[config.mk]
export PLATFORM = sky130hd
export DESIGN_NAME = ram_ring_queue_flat
export DESIGN_NICKNAME = d
export VERILOG_FILES = /design/src/rtl/ram_ring_queue_if.sv /design/src/rtl/ram_ring_queue.sv /design/src/flat_wrapper.sv
export SDC_FILE = /design/constraint.sdc
export NUM_CORES = 2
export LEC_CHECK = 0
export BUFFER_PORTS_ARGS = -buffer_cell sky130_fd_sc_hd__buf_2
export CORE_MARGIN = 2
export CORE_UTILIZATION = 39
export CTS_CLUSTER_DIAMETER = 150
export DETAILED_ROUTE_END_ITERATION = 10
export PLACE_DENSITY = 0.57
export SYNTH_ARGS = -nofsm -noshare
export SYNTH_HDL_FRONTEND = slang
export SYNTH_SLANG_ARGS = --single-unit
[constraint.sdc]
create_clock -name clk -period 4.4 [get_ports clk]
set_input_delay 0.44 -clock clk [delete_from_list [all_inputs] [get_ports clk]]
set_output_delay 0.44 -clock clk [all_outputs]
set_load 0.02 [all_outputs]
[src/rtl/ram_ring_queue_if.sv]
// ---------------------------------------------------------------------------
// ram_ring_queue_if
//  Bundles the producer/consumer side of ram_ring_queue.
//  Handshake: a push is offered whenever wr_en is high on a rising edge. A pop
//  is accepted when rd_req is high and empty is low at that edge. The popped
//  word appears on rd_data with rd_valid high for exactly one cycle after the
//  accepting edge.
//  Signals:
//    clr          synchronous flush request
//    mode_ovw     0 = drop pushes when full, 1 = overwrite oldest when full
//    wr_en/wr_data, rd_req               requests from the user side
//    rd_data/rd_valid                    registered pop result
//    full/empty/count                    occupancy view
//    overflow/underflow                  sticky error flags
//    almost_full/almost_empty            present only with RAMQ_ALMOST_EN
//  Modports: master = producer/consumer side, slave = queue side.
// ---------------------------------------------------------------------------
interface ram_ring_queue_if #(
   parameter int WIDTH   = 8,
   parameter int ENTRIES = 384
);
   localparam int CW = $clog2(ENTRIES + 1);

   logic             clr;
   logic             mode_ovw;
   logic             wr_en;
   logic [WIDTH-1:0] wr_data;
   logic             rd_req;
   logic [WIDTH-1:0] rd_data;
   logic             rd_valid;
   logic             full;
   logic             empty;
   logic [CW-1:0]    count;
   logic             overflow;
   logic             underflow;
`ifdef RAMQ_ALMOST_EN
   logic             almost_full;
   logic             almost_empty;

   modport master (
      output clr, mode_ovw, wr_en, wr_data, rd_req,
      input  rd_data, rd_valid, full, empty, count, overflow, underflow,
             almost_full, almost_empty
   );
   modport slave (
      input  clr, mode_ovw, wr_en, wr_data, rd_req,
      output rd_data, rd_valid, full, empty, count, overflow, underflow,
             almost_full, almost_empty
   );
`else
   modport master (
      output clr, mode_ovw, wr_en, wr_data, rd_req,
      input  rd_data, rd_valid, full, empty, count, overflow, underflow
   );
   modport slave (
      input  clr, mode_ovw, wr_en, wr_data, rd_req,
      output rd_data, rd_valid, full, empty, count, overflow, underflow
   );
`endif
endinterface

[src/rtl/ram_ring_queue.sv]
// ---------------------------------------------------------------------------
// ram_ring_queue
//  Circular queue on an inferred simple-dual-port RAM with a registered read
//  port. Depth need not be a power of two; the pointers wrap explicitly.
//  Runtime selectable FIFO (drop on full) or overwrite-oldest behaviour.
//  Ports:
//    clk    rising-edge clock
//    rst_n  asynchronous active-low reset
//    q      ram_ring_queue_if.slave (push/pop requests, data, flags, count)
//  Optional feature macro: RAMQ_ALMOST_EN adds almost_full / almost_empty.
// ---------------------------------------------------------------------------
module ram_ring_queue #(
   parameter int WIDTH     = 8,
   parameter int ENTRIES   = 384,
   parameter int AF_MARGIN = 4,
   parameter int AE_MARGIN = 4
) (
   input logic             clk,
   input logic             rst_n,
   ram_ring_queue_if.slave q
);
   localparam int AW = (ENTRIES > 1) ? $clog2(ENTRIES) : 1;
   localparam int CW = $clog2(ENTRIES + 1);

   logic [WIDTH-1:0] mem [ENTRIES];

   logic [AW-1:0]    wptr_q, wptr_d;
   logic [AW-1:0]    rptr_q, rptr_d;
   logic [CW-1:0]    count_q, count_d;
   logic [WIDTH-1:0] rd_data_q;
   logic             rd_valid_q, rd_valid_d;
   logic             overflow_q, overflow_d;
   logic             underflow_q, underflow_d;

   logic full_w, empty_w;
   logic pop_ok, push_ok, ovw_push, mem_we;

   function automatic logic [AW-1:0] ptr_inc(input logic [AW-1:0] p);
      return (p == AW'(ENTRIES - 1)) ? '0 : p + AW'(1);
   endfunction

   assign full_w  = (count_q == CW'(ENTRIES));
   assign empty_w = (count_q == '0);

   // A push into a full queue is still a normal push when a pop frees a slot
   // on the same edge; otherwise it is either dropped or overwrites the oldest.
   assign pop_ok   = q.rd_req & ~empty_w;
   assign push_ok  = q.wr_en & (~full_w | pop_ok);
   assign ovw_push = q.wr_en & full_w & ~pop_ok & q.mode_ovw;
   assign mem_we   = ~q.clr & (push_ok | ovw_push);

   always_comb begin
      wptr_d      = wptr_q;
      rptr_d      = rptr_q;
      count_d     = count_q;
      rd_valid_d  = 1'b0;
      overflow_d  = overflow_q;
      underflow_d = underflow_q;
      if (q.clr) begin
         wptr_d      = '0;
         rptr_d      = '0;
         count_d     = '0;
         overflow_d  = 1'b0;
         underflow_d = 1'b0;
      end else begin
         // Overwrite drops the oldest word, so the read pointer moves too.
         if (pop_ok || ovw_push) rptr_d = ptr_inc(rptr_q);
         if (push_ok || ovw_push) wptr_d = ptr_inc(wptr_q);
         rd_valid_d = pop_ok;
         case ({push_ok, pop_ok})
            2'b10:   count_d = count_q + CW'(1);
            2'b01:   count_d = count_q - CW'(1);
            default: count_d = count_q;
         endcase
         if (q.wr_en && full_w && !pop_ok) overflow_d = 1'b1;
         if (q.rd_req && empty_w) underflow_d = 1'b1;
      end
   end

   // RAM array: no reset so it maps onto block RAM.
   always_ff @(posedge clk) begin
      if (mem_we) mem[wptr_q] <= q.wr_data;
   end

   always_ff @(posedge clk or negedge rst_n) begin
      if (!rst_n) begin
         wptr_q      <= '0;
         rptr_q      <= '0;
         count_q     <= '0;
         rd_data_q   <= '0;
         rd_valid_q  <= 1'b0;
         overflow_q  <= 1'b0;
         underflow_q <= 1'b0;
      end else begin
         wptr_q      <= wptr_d;
         rptr_q      <= rptr_d;
         count_q     <= count_d;
         rd_valid_q  <= rd_valid_d;
         overflow_q  <= overflow_d;
         underflow_q <= underflow_d;
         // Read-first: on a same-address push+pop the old word is returned.
         if (q.clr)       rd_data_q <= '0;
         else if (pop_ok) rd_data_q <= mem[rptr_q];
      end
   end

   assign q.rd_data   = rd_data_q;
   assign q.rd_valid  = rd_valid_q;
   assign q.full      = full_w;
   assign q.empty     = empty_w;
   assign q.count     = count_q;
   assign q.overflow  = overflow_q;
   assign q.underflow = underflow_q;
`ifdef RAMQ_ALMOST_EN
   assign q.almost_full  = (int'(count_q) >= ENTRIES - AF_MARGIN);
   assign q.almost_empty = (int'(count_q) <= AE_MARGIN);
`endif
endmodule

[src/flat_wrapper.sv]
// flat-port wrapper written by rule: the top's interface ports become plain ports
module ram_ring_queue_flat 
#(
   parameter int WIDTH     = 8,
   parameter int ENTRIES   = 384,
   parameter int AF_MARGIN = 4,
   parameter int AE_MARGIN = 4
)
  (clk, rst_n, q_clr, q_mode_ovw, q_wr_en, q_wr_data, q_rd_req, q_rd_data, q_rd_valid, q_full, q_empty, q_count, q_overflow, q_underflow);
  ram_ring_queue_if #(.WIDTH(WIDTH), .ENTRIES(ENTRIES)) q_i ();
  input logic clk;
  input logic rst_n;
  input wire logic [$bits(q_i.clr)-1:0] q_clr;
  input wire logic [$bits(q_i.mode_ovw)-1:0] q_mode_ovw;
  input wire logic [$bits(q_i.wr_en)-1:0] q_wr_en;
  input wire logic [$bits(q_i.wr_data)-1:0] q_wr_data;
  input wire logic [$bits(q_i.rd_req)-1:0] q_rd_req;
  output wire logic [$bits(q_i.rd_data)-1:0] q_rd_data;
  output wire logic [$bits(q_i.rd_valid)-1:0] q_rd_valid;
  output wire logic [$bits(q_i.full)-1:0] q_full;
  output wire logic [$bits(q_i.empty)-1:0] q_empty;
  output wire logic [$bits(q_i.count)-1:0] q_count;
  output wire logic [$bits(q_i.overflow)-1:0] q_overflow;
  output wire logic [$bits(q_i.underflow)-1:0] q_underflow;
  assign q_i.clr = q_clr;
  assign q_i.mode_ovw = q_mode_ovw;
  assign q_i.wr_en = q_wr_en;
  assign q_i.wr_data = q_wr_data;
  assign q_i.rd_req = q_rd_req;
  assign q_rd_data = q_i.rd_data;
  assign q_rd_valid = q_i.rd_valid;
  assign q_full = q_i.full;
  assign q_empty = q_i.empty;
  assign q_count = q_i.count;
  assign q_overflow = q_i.overflow;
  assign q_underflow = q_i.underflow;
  ram_ring_queue #(.WIDTH(WIDTH), .ENTRIES(ENTRIES), .AF_MARGIN(AF_MARGIN), .AE_MARGIN(AE_MARGIN)) u_core (.clk(clk), .rst_n(rst_n), .q(q_i));
endmodule
==> flow_metrics.env <==
export IMPL_outcome="finished clean"
export IMPL_cts_tree="yes"
export IMPL_grtUsageTotal=0.222
export IMPL_overflow=0
export IMPL_p_leak_nw=44.5
export IMPL_worst_slew_pin_slew_ns=1.34
export IMPL_synth_seq_cells=3110
export IMPL_die_area_um2=315000
export IMPL_first_pass_iters=8
export IMPL_drt_wl_total_mm=354
export IMPL_port_buffers=35
export IMPL_die_w_um=562
export IMPL_avgSynthCellArea_um2=21.0
export IMPL_synth_edf_count=3072
export IMPL_fin_nets=6482
export IMPL_whs_ns=0.0398
export IMPL_wl_met3_mm=30.0
export IMPL_worstSetupPathType="reg -> reg"
export IMPL_cts_setup_buffers=0
export IMPL_antenna_found_initial=26
export IMPL_fin_cells=10800
export IMPL_route_detailed_drc=0
export IMPL_min_delay_path_class="in -> reg"
export IMPL_ys_warn_count=0
export IMPL_start_kind="flop"
export IMPL_final_cell_mix="edfxtp_1, mux4_2, buf_4"
export IMPL_die_y_um=562
export IMPL_fp_row_count=204
export IMPL_grt_pass1_vias=63100
export IMPL_setup_violations=0
export IMPL_ys_seq_area_frac=0.769
export IMPL_cap_violations=0
export IMPL_synth_cell_types=74
export IMPL_initial_core_util=0.392
export IMPL_clock_path_buffers=4
export IMPL_async_reset_ff_frac=0.0122
export IMPL_pin_count=36
export IMPL_cts_buffers=325
export IMPL_fin_tns_setup_ns=0
export IMPL_hold_violations=0
export IMPL_relSlewSlack=0.0991
export IMPL_grt_max_degree=129
export IMPL_first_iter_violations=7905
export IMPL_top_layer="met5"
export IMPL_numClockSinks=3110
export IMPL_placedCellCount=10200
export IMPL_via_count=63200
export IMPL_cts_root_buf="clkbuf_16"
export IMPL_clk_pin_slew_ns=0.06
export IMPL_required_ns=5.06
export IMPL_fp_coreArea_um2=309000
export IMPL_drt_met1_wl_mm=144
export IMPL_max_freq_mhz=230
export IMPL_critPathMaxFanout=19
export IMPL_period_minus_slack_ns=4.34
export IMPL_peakVddDrop_mv=0.368
export IMPL_dp_hpwl_mm=223
export IMPL_antenna_left=0
export IMPL_htree_levels=5
export IMPL_grt_setup_unrepaired="no"
export IMPL_clkLatencyLatePin_ns=0.92
export IMPL_wl_met2_mm=166
export IMPL_avgRoutedWirePerCell_um=32.7
export IMPL_layout_commonest_cell="edfxtp_1"
export IMPL_viasPerCell=5.83
export IMPL_yosys_most_used_dff="edfxtp_1"
export IMPL_synth_fp_nets=5794
export IMPL_syn_area_um2=121000
export IMPL_worstPathArrival_ns=5.01
export IMPL_drive_above_1_share=0.298
export IMPL_area_delta_synth_final_pct=16.4
export IMPL_end_kind="flop"
export IMPL_period_share=0.987
export IMPL_gp_congestion=0.885
export IMPL_syn_instance_count=5767
export IMPL_grt_pass1_wl_mm=496
export IMPL_slew_violations=0
export IMPL_power_density_nw_per_um2=536
export IMPL_fin_util=0.457
export IMPL_fin_skew_ns=0.0593
## cell type report
class | instances | area (µm²)
Antenna cell | 8 | 20.0
Clock buffer | 390 | 8400
Clock inverter | 179 | 1890
Fill cell | 25700 | 168000
Inverter | 16 | 68.8
Multi-Input combinational cell | 2295 | 26300
Sequential cell | 3110 | 93200
Tap cell | 4120 | 5150
Timing Repair Buffer | 707 | 6120
## synth_stat cells, drive strengths merged, types with 7 or more instances
cell	count	area share
a2111oi	10	0.00072
and3	16	0.00083
nor2	466	0.014
a311oi	8	0.00058
a31oi	25	0.0013
o22ai	84	0.0043
clkbuf	149	0.0046
a221oi	9	0.00065
o21ai	56	0.0023
nand4	8	0.00041
dfrtp	38	0.0078
a21o	7	0.00043
nand3	46	0.0019
nor2b	22	0.0011
mux2	21	0.0019
nor3	30	0.0012
nand2	236	0.0073
xnor2	9	0.00065
a21oi	60	0.0025
edfxtp	3072	0.76
buf	197	0.011
mux2i	148	0.012
a22oi	23	0.0014
nor4	20	0.0010
o211ai	7	0.00043
o31ai	8	0.00050
or3	9	0.00046
nand2b	14	0.00072
and2	10	0.00052
a22o	11	0.00079
ha	12	0.0012
a32oi	25	0.0018
o221ai	28	0.0020
inv	14	0.00043
a211oi	29	0.0018
mux4	767	0.14
## where the power goes
group / internal [mW] / switching, mW / leakage (nW)
clock: 15.4 / 11.6 / 4.98
combinational: 6.98 / 8.73 / 11.4
sequential: 32.6 / 0.272 / 28.1
total: 55.0 / 20.6 / 44.5
## sequential cells by signal (all words and copies together) (netlist names)
signal / flops
u_core.mem: 3072
u_core.q.count: 9
u_core.rptr_q: 9
u_core.wptr_q: 9
u_core.q.rd_data: 8
u_core.q.overflow: 1
u_core.q.rd_valid: 1
u_core.q.underflow: 1
## path summary, 6_finish.rpt
check	start	to	slack [ns]	cells past startpoint
worst max-delay path	u_core.rptr_q[0]	u_core.q.rd_data[0]	0.06	7
worst min-delay path	q_wr_data[6]	u_core.mem[370][6]	0.04	1
worst max register to register	u_core.rptr_q[0]	u_core.q.rd_data[0]	0.06	7
worst min register to register	u_core.q.count[6]	u_core.q.count[6]	0.60	2
max in group asynchronous	rst_n	u_core.rptr_q[5]	3.64	3
min in group asynchronous	rst_n	u_core.q.count[0]	0.19	3
## per-layer routing
metal | up-vias | track usage
met5 | - | 0
met4 | 8 | 0.0825
met3 | 578 | 0.0397
met2 | 3124 | 0.348
met1 | 34100 | 0.311
li1 | 25400 | -
## what timing repair did
action                                  CTS  global route
resized for setup                         0             1
hold endpoints to repair                 68             0
endpoints found under the setup margin    0             1
hold buffers                              4             0
## metrics by stage
step	area, µm²	total power, mW	setup WS, ns
CTS	141000	76.2	0.0733
global route	141000	77.8	0.00919
global placement	131000	49.3	-0.0739
floorplan	121000	43.6	1.08
detailed placement	131000	49.4	0.100
finish	141000	75.6	0.0580
## critical path, stage by stage, from the launching register on
cell     delay, ns
dfrtp_4       0.75
buf_4         0.44
buf_4         0.44
mux4_2        0.57
mux2i_1       0.32
o22ai_1       0.22
o31ai_1       1.09
a41oi_1       0.23
## cell families (layout without fill, tap and decap cells)
logic type               count (synthesis)  after routing  share of synthesized area
flip-flops                            3110           3110                      0.769
multiplexers                           936            936                      0.157
AND/OR/NAND/NOR                        904            904                     0.0317
AO/OA/AOI/OAI                          432            432                     0.0247
buffers and inverters                  362           1292                     0.0164
adder cells (fa/ha/maj)                 13             13                    0.00140
XOR/XNOR                                10             10                   0.000722
other                                    0              8                          0
Power figures use the tool's default switching activity.
